===== config.mk =====
export PLATFORM = sky130hd
export DESIGN_NAME = tick_rate_meter
export DESIGN_NICKNAME = d
export VERILOG_FILES = /design/src/rtl/tick_meter_pkg.sv /design/src/rtl/tick_edge_detect.sv /design/src/rtl/tick_rate_meter.sv
export SDC_FILE = /design/constraint.sdc
export NUM_CORES = 1
export LEC_CHECK = 0
export CAP_MARGIN = 20
export CORE_UTILIZATION = 44
export CTS_CLUSTER_DIAMETER = 80
export DETAILED_ROUTE_END_ITERATION = 10
export GPL_ROUTABILITY_DRIVEN = 0
export GPL_TIMING_DRIVEN = 0
export PLACE_DENSITY_LB_ADDON = 0.08
export SLEW_MARGIN = 25
export SYNTH_ARGS = -nofsm -noshare
export SYNTH_HDL_FRONTEND = slang
export SYNTH_SLANG_ARGS = --single-unit

===== constraint.sdc =====
create_clock -name clk -period 2.6 [get_ports clk]
set_clock_uncertainty 0.2 [all_clocks]
set_input_delay 0.52 -clock clk [delete_from_list [all_inputs] [get_ports clk]]
set_output_delay 0.52 -clock clk [all_outputs]
set_load 0.05 [all_outputs]

===== src/rtl/tick_meter_pkg.sv =====
// ============================================================================
//  Package     : tick_meter_pkg
//  Description : Shared types and sizing helpers for the tick rate meter.
//  Revision    : 1.0 - initial release
// ============================================================================
`default_nettype none

package tick_meter_pkg;

    typedef enum logic [1:0] {
        IDLE = 2'd0,
        GATE = 2'd1,
        HOLD = 2'd2
    } state_t;

    localparam int unsigned C_GATE_CYCLES_DEF = 1024;
    localparam int unsigned C_CNT_W_DEF       = 16;

    // Timer must index 0..cycles-1; a single bit is the floor for tiny windows.
    function automatic int unsigned timer_width(input int unsigned cycles);
        return (cycles < 2) ? 1 : $clog2(cycles);
    endfunction

endpackage

`default_nettype wire


===== src/rtl/tick_edge_detect.sv =====
// ============================================================================
//  Module      : tick_edge_detect
//  Description : Rising-edge detector for a clk-synchronous divider output.
//  Revision    : 1.0 - initial release
// ============================================================================
`default_nettype none

module tick_edge_detect (
    input  logic clk,
    input  logic rst,
    input  logic sig_in,
    output logic edge_pulse
);

    logic r_prev;

    // Previous level resets high so a level held through reset is not an edge.
    always_ff @(posedge clk) begin
        if (rst) begin
            r_prev <= 1'b1;
        end else begin
            r_prev <= sig_in;
        end
    end

    assign edge_pulse = sig_in & ~r_prev;

endmodule

`default_nettype wire


===== src/rtl/tick_rate_meter.sv =====
// ============================================================================
//  Module      : tick_rate_meter
//  Description : Counts divider tick edges over a fixed gate window and hands
//                the result out with valid/ack; also emits a tick square wave.
//  Revision    : 1.0 - initial release
// ============================================================================
`default_nettype none

module tick_rate_meter
    import tick_meter_pkg::*;
#(
    parameter int unsigned GATE_CYCLES = C_GATE_CYCLES_DEF,
    parameter int unsigned CNT_W       = C_CNT_W_DEF
) (
    input  logic             clk,
    input  logic             rst,
    input  logic             en,
    input  logic             tick_in,
    input  logic             count_ack,
    output logic [CNT_W-1:0] count_out,
    output logic             count_valid,
    output logic             overflow,
    output logic             gate_active,
    output logic             square_out
);

    localparam int unsigned      TMR_W  = timer_width(GATE_CYCLES);
    localparam logic [TMR_W-1:0] C_LAST = TMR_W'(GATE_CYCLES - 1);
    localparam logic [CNT_W-1:0] C_SAT  = {CNT_W{1'b1}};

    state_t             r_state;
    state_t             w_next;
    logic [TMR_W-1:0]   r_timer;
    logic [CNT_W-1:0]   r_acc;
    logic [CNT_W-1:0]   r_count;
    logic               r_ovf_acc;
    logic               r_ovf;
    logic               r_valid;
    logic               r_square;

    logic               w_edge;
    logic               w_acc_sat;
    logic [CNT_W-1:0]   w_acc_inc;
    logic               w_ovf_inc;
    logic               w_last;
    logic               w_end;
    logic               w_ack;
    logic               w_gate;

    tick_edge_detect u_edge (
        .clk        (clk),
        .rst        (rst),
        .sig_in     (tick_in),
        .edge_pulse (w_edge)
    );

    assign w_acc_sat = (r_acc == C_SAT);
    assign w_acc_inc = (w_edge && !w_acc_sat) ? (r_acc + CNT_W'(1)) : r_acc;
    assign w_ovf_inc = r_ovf_acc | (w_edge & w_acc_sat);
    assign w_last    = (r_timer == C_LAST);
    // An en drop on the final gate cycle aborts rather than publishing.
    assign w_end     = (r_state == GATE) && en && w_last;
    assign w_ack     = r_valid && count_ack;

    always_ff @(posedge clk) begin
        if (rst) begin
            r_state <= IDLE;
        end else begin
            r_state <= w_next;
        end
    end

    always_comb begin
        w_next = r_state;
        w_gate = 1'b0;
        unique case (r_state)
            IDLE: begin
                if (en) begin
                    w_next = GATE;
                end
            end
            GATE: begin
                w_gate = 1'b1;
                if (!en) begin
                    w_next = IDLE;
                end else if (w_last) begin
                    w_next = HOLD;
                end
            end
            HOLD: begin
                if (!r_valid || count_ack) begin
                    w_next = en ? GATE : IDLE;
                end
            end
            default: begin
                w_next = IDLE;
            end
        endcase
    end

    always_ff @(posedge clk) begin
        if (rst) begin
            r_timer   <= '0;
            r_acc     <= '0;
            r_ovf_acc <= 1'b0;
            r_count   <= '0;
            r_ovf     <= 1'b0;
            r_valid   <= 1'b0;
            r_square  <= 1'b0;
        end else begin
            r_square <= r_square ^ w_edge;

            // Outside GATE the window state is held cleared, ready for entry.
            if (r_state == GATE) begin
                r_timer   <= r_timer + TMR_W'(1);
                r_acc     <= w_acc_inc;
                r_ovf_acc <= w_ovf_inc;
            end else begin
                r_timer   <= '0;
                r_acc     <= '0;
                r_ovf_acc <= 1'b0;
            end

            if (w_end) begin
                r_count <= w_acc_inc;
                r_ovf   <= w_ovf_inc;
                r_valid <= 1'b1;
            end else if (w_ack) begin
                r_valid <= 1'b0;
            end
        end
    end

    assign count_out   = r_count;
    assign count_valid = r_valid;
    assign overflow    = r_ovf;
    assign gate_active = w_gate;
    assign square_out  = r_square;

endmodule

`default_nettype wire


# Word-level counts from Yosys, hierarchy flattened
# Index checks and enable logic that the tools add are counted.
[word_totals]
reg_bits = 49
output_inout_bits = 20
[classes]
add_sub_neg = 2
eq_ne = 7
n_mux = 10
n_bitwise = 6
reduce_logical = 11
[ops]
columns = ["cell", "count"]
rows = [
  ["$add A16 B1 Y16 const B", 1],
  ["$eq A16 B16 Y1 const B", 1],
  ["$mux W16", 1],
  ["$add A10 B1 Y10 const B", 1],
  ["$eq A10 B10 Y1 const B", 1],
  ["$mux W2", 4],
  ["$pmux W2 S3", 1],
  ["$logic_and A1 B1 Y1", 4],
  ["$mux W1", 4],
  ["$ne A2 B2 Y1 const B", 2],
  ["$ne A3 B3 Y1 const B", 1],
  ["$reduce_and A3 Y1", 1],
  ["$and A1 B1 Y1", 2],
  ["$eq A2 B1 Y1 const B", 1],
  ["$eq A2 B2 Y1 const B", 1],
  ["$logic_not A1 Y1", 2],
  ["$logic_not A2 Y1", 1],
  ["$not A1 Y1", 2],
  ["$reduce_bool A2 Y1", 1],
  ["$reduce_or A2 Y1", 1],
  ["$logic_or A1 B1 Y1", 1],
  ["$or A1 B1 Y1", 1],
  ["$xor A1 B1 Y1", 1],
]

# Logic depth before layout (Yosys ltp)
[depth]
ltp_word = 4
depth_mapped = 6
depth_no_buf = 6

# By module
# A second synthesis with hierarchy kept.
[unflattened]
cells_unflattened = 231
area_unflattened_um2 = 2040.7
[modules_own_cells]
columns = ["mod", "instances", "cells_per_inst", "area_each_um2"]
rows = [
  ["tick_rate_meter", 1, 228, 2008.2],
  ["tick_edge_detect", 1, 3, 32.5],
]

# Worst setup path before layout
# OpenSTA, ideal clock, no wires.
[synth_path]
kind = "reg2reg"
from = "register r_timer[0]"
to = "register r_count[3], in the netlist count_out[3]"
t_arrival_ps = 1494
required_time_ps = 2271
setup_slack_ps = 777
stages_incl_launch_ff = 7
path_buffers = 1
period_less_slack_ps = 1823
path_cell_list = "dfxtp_1 -> ha_1 -> nand3_1 -> nor4_4 -> buf_2 -> mux2i_1 -> nor2_1"
[synth_between]
elab_chain_len = 2
[synth_rtl]
columns = ["item", "line_no", "rtl"]
rows = [
  ["start, declared", "tick_rate_meter.sv:33", "logic [TMR_W-1:0] r_timer;"],
  ["start signal, assigned", "tick_rate_meter.sv:115", "r_timer <= r_timer + TMR_W'(1);"],
  ["$eq A10 B10 Y1", "tick_rate_meter.sv:60", "assign w_last = (r_timer == C_LAST);"],
  ["$logic_and A1 B1 Y1", "tick_rate_meter.sv:62", "assign w_end = (r_state == GATE) && en && w_last;"],
  ["end signal, assigned", "tick_rate_meter.sv:125", "r_count <= w_acc_inc;"],
  ["end, declared", "tick_rate_meter.sv:35", "logic [CNT_W-1:0] r_count;"],
]
# No other way between the ends.
# A chain may end at the register's enable or synchronous reset.

# Final worst setup path
[layout_path]
from = "register r_state[0]"
to = "output gate_active"
[layout_between]
elab_chain_len = 2
[layout_rtl]
columns = ["item", "line_no", "rtl"]
rows = [
  ["start, declared", "tick_rate_meter.sv:31", "state_t r_state;"],
  ["start signal, assigned", "tick_rate_meter.sv:69", "r_state <= w_next;"],
  ["$eq A2 B1 Y1", "tick_rate_meter.sv:76", "unique case (r_state)"],
  ["$mux W1", "tick_rate_meter.sv:76", ""],
  ["end, declared", "tick_rate_meter.sv:23", "output logic gate_active,"],
]
# No other way between the ends.

==> key figures <==
Outcome
  • Outcome: complete, no violations

Global route
  • GRT met1 Usage: between 20% and 30%
  • Total global-route track usage: 18.6%
  • Total grt overflow: 0
  • Initial antenna violation count: 0
  • Global-route wire length before repair: 7210 um
  • Busiest grt layer: met2
  • Pin count of the biggest net entering global routing: 15
  • GR met2 Demand/Resource: 30.6%
  • Number of global-route vias before repair: 1525
  • Met3 Track Usage GR: between 4 and 5%

Pwr
  • Combinational Power Share: 3.4%
  • Sw Ratio: roughly 22%
  • Switch Pwr: between 200 and 300 uW
  • P_int: 956 uW
  • Pwr dens: 504 mW/mm^2
  • Clock Power Share: 35.2%
  • VDD IR max: 0.237 mV
  • Leak pwr: 0.000810 uW
  • Reg power frac: 61.4%

CTS
  • Clock Path Buffers: 2
  • Clock tree from TritonCTS: yes
  • CTS buffer count: 5
  • Worst-skew pair later-pin latency: 0.30 ns
  • Root buffer selected by CTS: clkbuf_8
  • CTS H-tree depth: 2
  • Worst-path clk slew: about 0.09 ns
  • # hold bufs at CTS: 0
  • Post-CTS Setup Inserts: 0
  • CTS Sinks: 49
  • PostCTS Resize Cnt: 0

Synthesis
  • Post-synth EDFFs: 0
  • Warnings from Yosys: 0
  • Ys async rst share: 0%
  • Seq cells post-synth: 49
  • Unique masters post-synth: 42
  • Post-Syn Area per Cell: ~9.3 sq um
  • Post-Syn Instances: 222
  • Most used flip-flop cell after synthesis: dfxtp_1
  • Mapped Nets: 229
  • Post-Syn Area: 0.00206 sq mm
  • Sequential share of the synthesized area: 47.7%

STA
  • # setup viols final: 0
  • Setup ws final: about 0.14 ns
  • Max Slew Vio Count: 0
  • Worst slew pin tran: about 0.57 ns
  • Crit share post-route: between 90% and 100%
  • Slew Limit Headroom: 62.2%
  • Fin. Hold Viols: 0
  • FMAX: a little over 0.4 GHz
  • Minimum clock period: about 2.5 ns
  • RSZ-0062 raised after global routing: no
  • TNS Setup: 0 ns

Worst setup path
  • Internal reg-to-reg setup slack: 0.48 ns
  • CP delay by family, top: buffers and inverters
  • Crit Path Max Fanout: 4
  • Slowest-stage cell, CP: clkdlybuf4s50_1
  • Worst reg2reg path depth: 6
  • Critical Path Source Type: flop
  • WP data arrival: 1.74 ns
  • Worst Path Required: 1.88 ns
  • Critical-path cell list: inv_1 > nor2_1 > clkdlybuf4s50_1
  • Crit Path Class: flop to output port
  • Reg-to-reg endpoint: count_out[14]
  • Critical Path End Type: output port
  • Slowest stage delay, CP: 0.83 ns
  • Reg2reg start: r_acc[0]
  • Buf/Inv on CP: 2

Die
  • I/O Pins: 25
  • DIE HEIGHT: 70.4 um
  • FP Rows: 24
  • Starting Density: 46.6%
  • DIE AREA: 0.00496 sq mm
  • Chip width: between 70 and 80 um
  • Core Area: 0.00441 sq mm

Run
  • Max Cap Viol: 0

Detailed routing
  • Total iterations of the first detailed-routing run: 4
  • WL per Instance: 13.7 um
  • Final wirelength: ~4200 um
  • Post-route ant nets: 0
  • DRC: 0
  • Iteration-0 DRC Markers: 62
  • Via count: 1580
  • Avg Vias per Cell: 5.16

Worst hold path
  • Worst hold-check path type: flop to flop
  • Hold path start: r_ovf_acc
  • WHS Path Cells: 2
  • Hold Path End: r_ovf_acc

Finish
  • Most frequent cells in the layout: dfxtp_1 (49), nor2_1 (48), clkdlybuf4s50_1 (24)
  • Area of the multi-input gates: 0.00101 sq mm
  • NumNets Final: 260
  • Layout cell share with drive strength beyond 1: slightly below 9%
  • ANT cells: 0
  • Commonest non-fill, non-tap cell in the layout: dfxtp_1
  • P&R area growth vs syn: 18.8%
  • Finished Core Util: 55.4%
  • Fill count: approximately 430
  • FF/Latch Area: roughly 980 sq um

Place
  • Pre-CTS setup slack: 0.0612 ns
  • I/O Buffers: 24
  • Hpwl dp: slightly below 3000 um
[synth_stat cells, types with 5 or more instances]
cell | n | area (sq um)
xnor2_1 | 7 | 61.3
nand2_1 | 6 | 22.5
nor2_1 | 48 | 180
nand3_1 | 13 | 65.1
nor2b_1 | 5 | 31.3
dfxtp_1 | 49 | 981
nand4_1 | 9 | 56.3
nand2b_1 | 5 | 31.3
a211oi_1 | 9 | 67.6
o21ai_0 | 5 | 25.0
clkbuf_1 | 5 | 18.8
xor2_1 | 12 | 105
[worst max path at each step]
stage | start | endpoint | slack (ns) | cells after the start
2_1_floorplan | r_timer[0] | count_out[3] | 0.78 | 6
3_3_place_gp | rst | r_acc[10] | 0.07 | 5
3_5_place_dp | rst | r_acc[7] | 0.06 | 5
4_1_cts | r_state[0] | gate_active | 0.13 | 3
5_1_grt | r_state[0] | gate_active | 0.07 | 3
6_report | r_state[0] | gate_active | 0.14 | 3
[power groups by stage]
stage	clock (uW)	combinational, uW	sequential (uW)
5_1_grt	477	45.3	757
4_1_cts	456	42.0	756
3_5_place_dp	0	41.7	774
2_1_floorplan	0	20.4	777
6_report	434	41.5	756
3_3_place_gp	0	41.6	774
[flip-flops by register name (all words and copies together), names as in the netlist]
register       cells
r_timer           10
r_ovf_acc          1
u_edge.r_prev      1
count_out         16
square_out         1
r_acc             16
overflow           1
count_valid        1
r_state            2
[metrics by stage]
stage	instance area (sq um)	hold slack [ns]	instances	power, uW
5_1_grt	2450	0.309	306	1280
3_5_place_dp	2360	0.246	298	816
4_1_cts	2450	0.267	306	1250
2_1_floorplan	2060	0.224	222	797
6_report	2450	0.264	306	1230
3_3_place_gp	2360	0.236	298	815
[worst min-delay path, cell delays in order, from the launching register on]
cell and delay, ns:
dfxtp_1 0.32, a31oi_1 0.05, nor2_1 0.07
[layer usage]
layer,vias up,routed length (um),part of all wire (%)
met5,-,0,0
met4,0,52,1.2
met1,721,2040,49
li1,837,-,-
met3,6,110,2.6
met2,16,1990,47
[area by class of cell]
| class | instances | share of cell area (%) |
|---|---|---|
| timing repair buffer | 24 | 9.82 |
| clock inverter | 2 | 0.409 |
| buffer | 10 | 2.15 |
| sequential | 49 | 40.1 |
| multi-input combinational | 159 | 41.3 |
| clock buffer | 6 | 2.97 |
| tap | 52 | 2.66 |
| inverter | 4 | 0.614 |
[cells by family after synthesis]
kind of cell	Yosys count	share of synthesized area (%)
compound gates	30	11.5
buf+inv	14	3.28
fa+ha+maj	2	1.22
simple gates	105	26.7
xor+xnor	19	8.09
flops	49	47.7
mux	3	1.52
No activity file was read; power rests on OpenSTA's default activity.
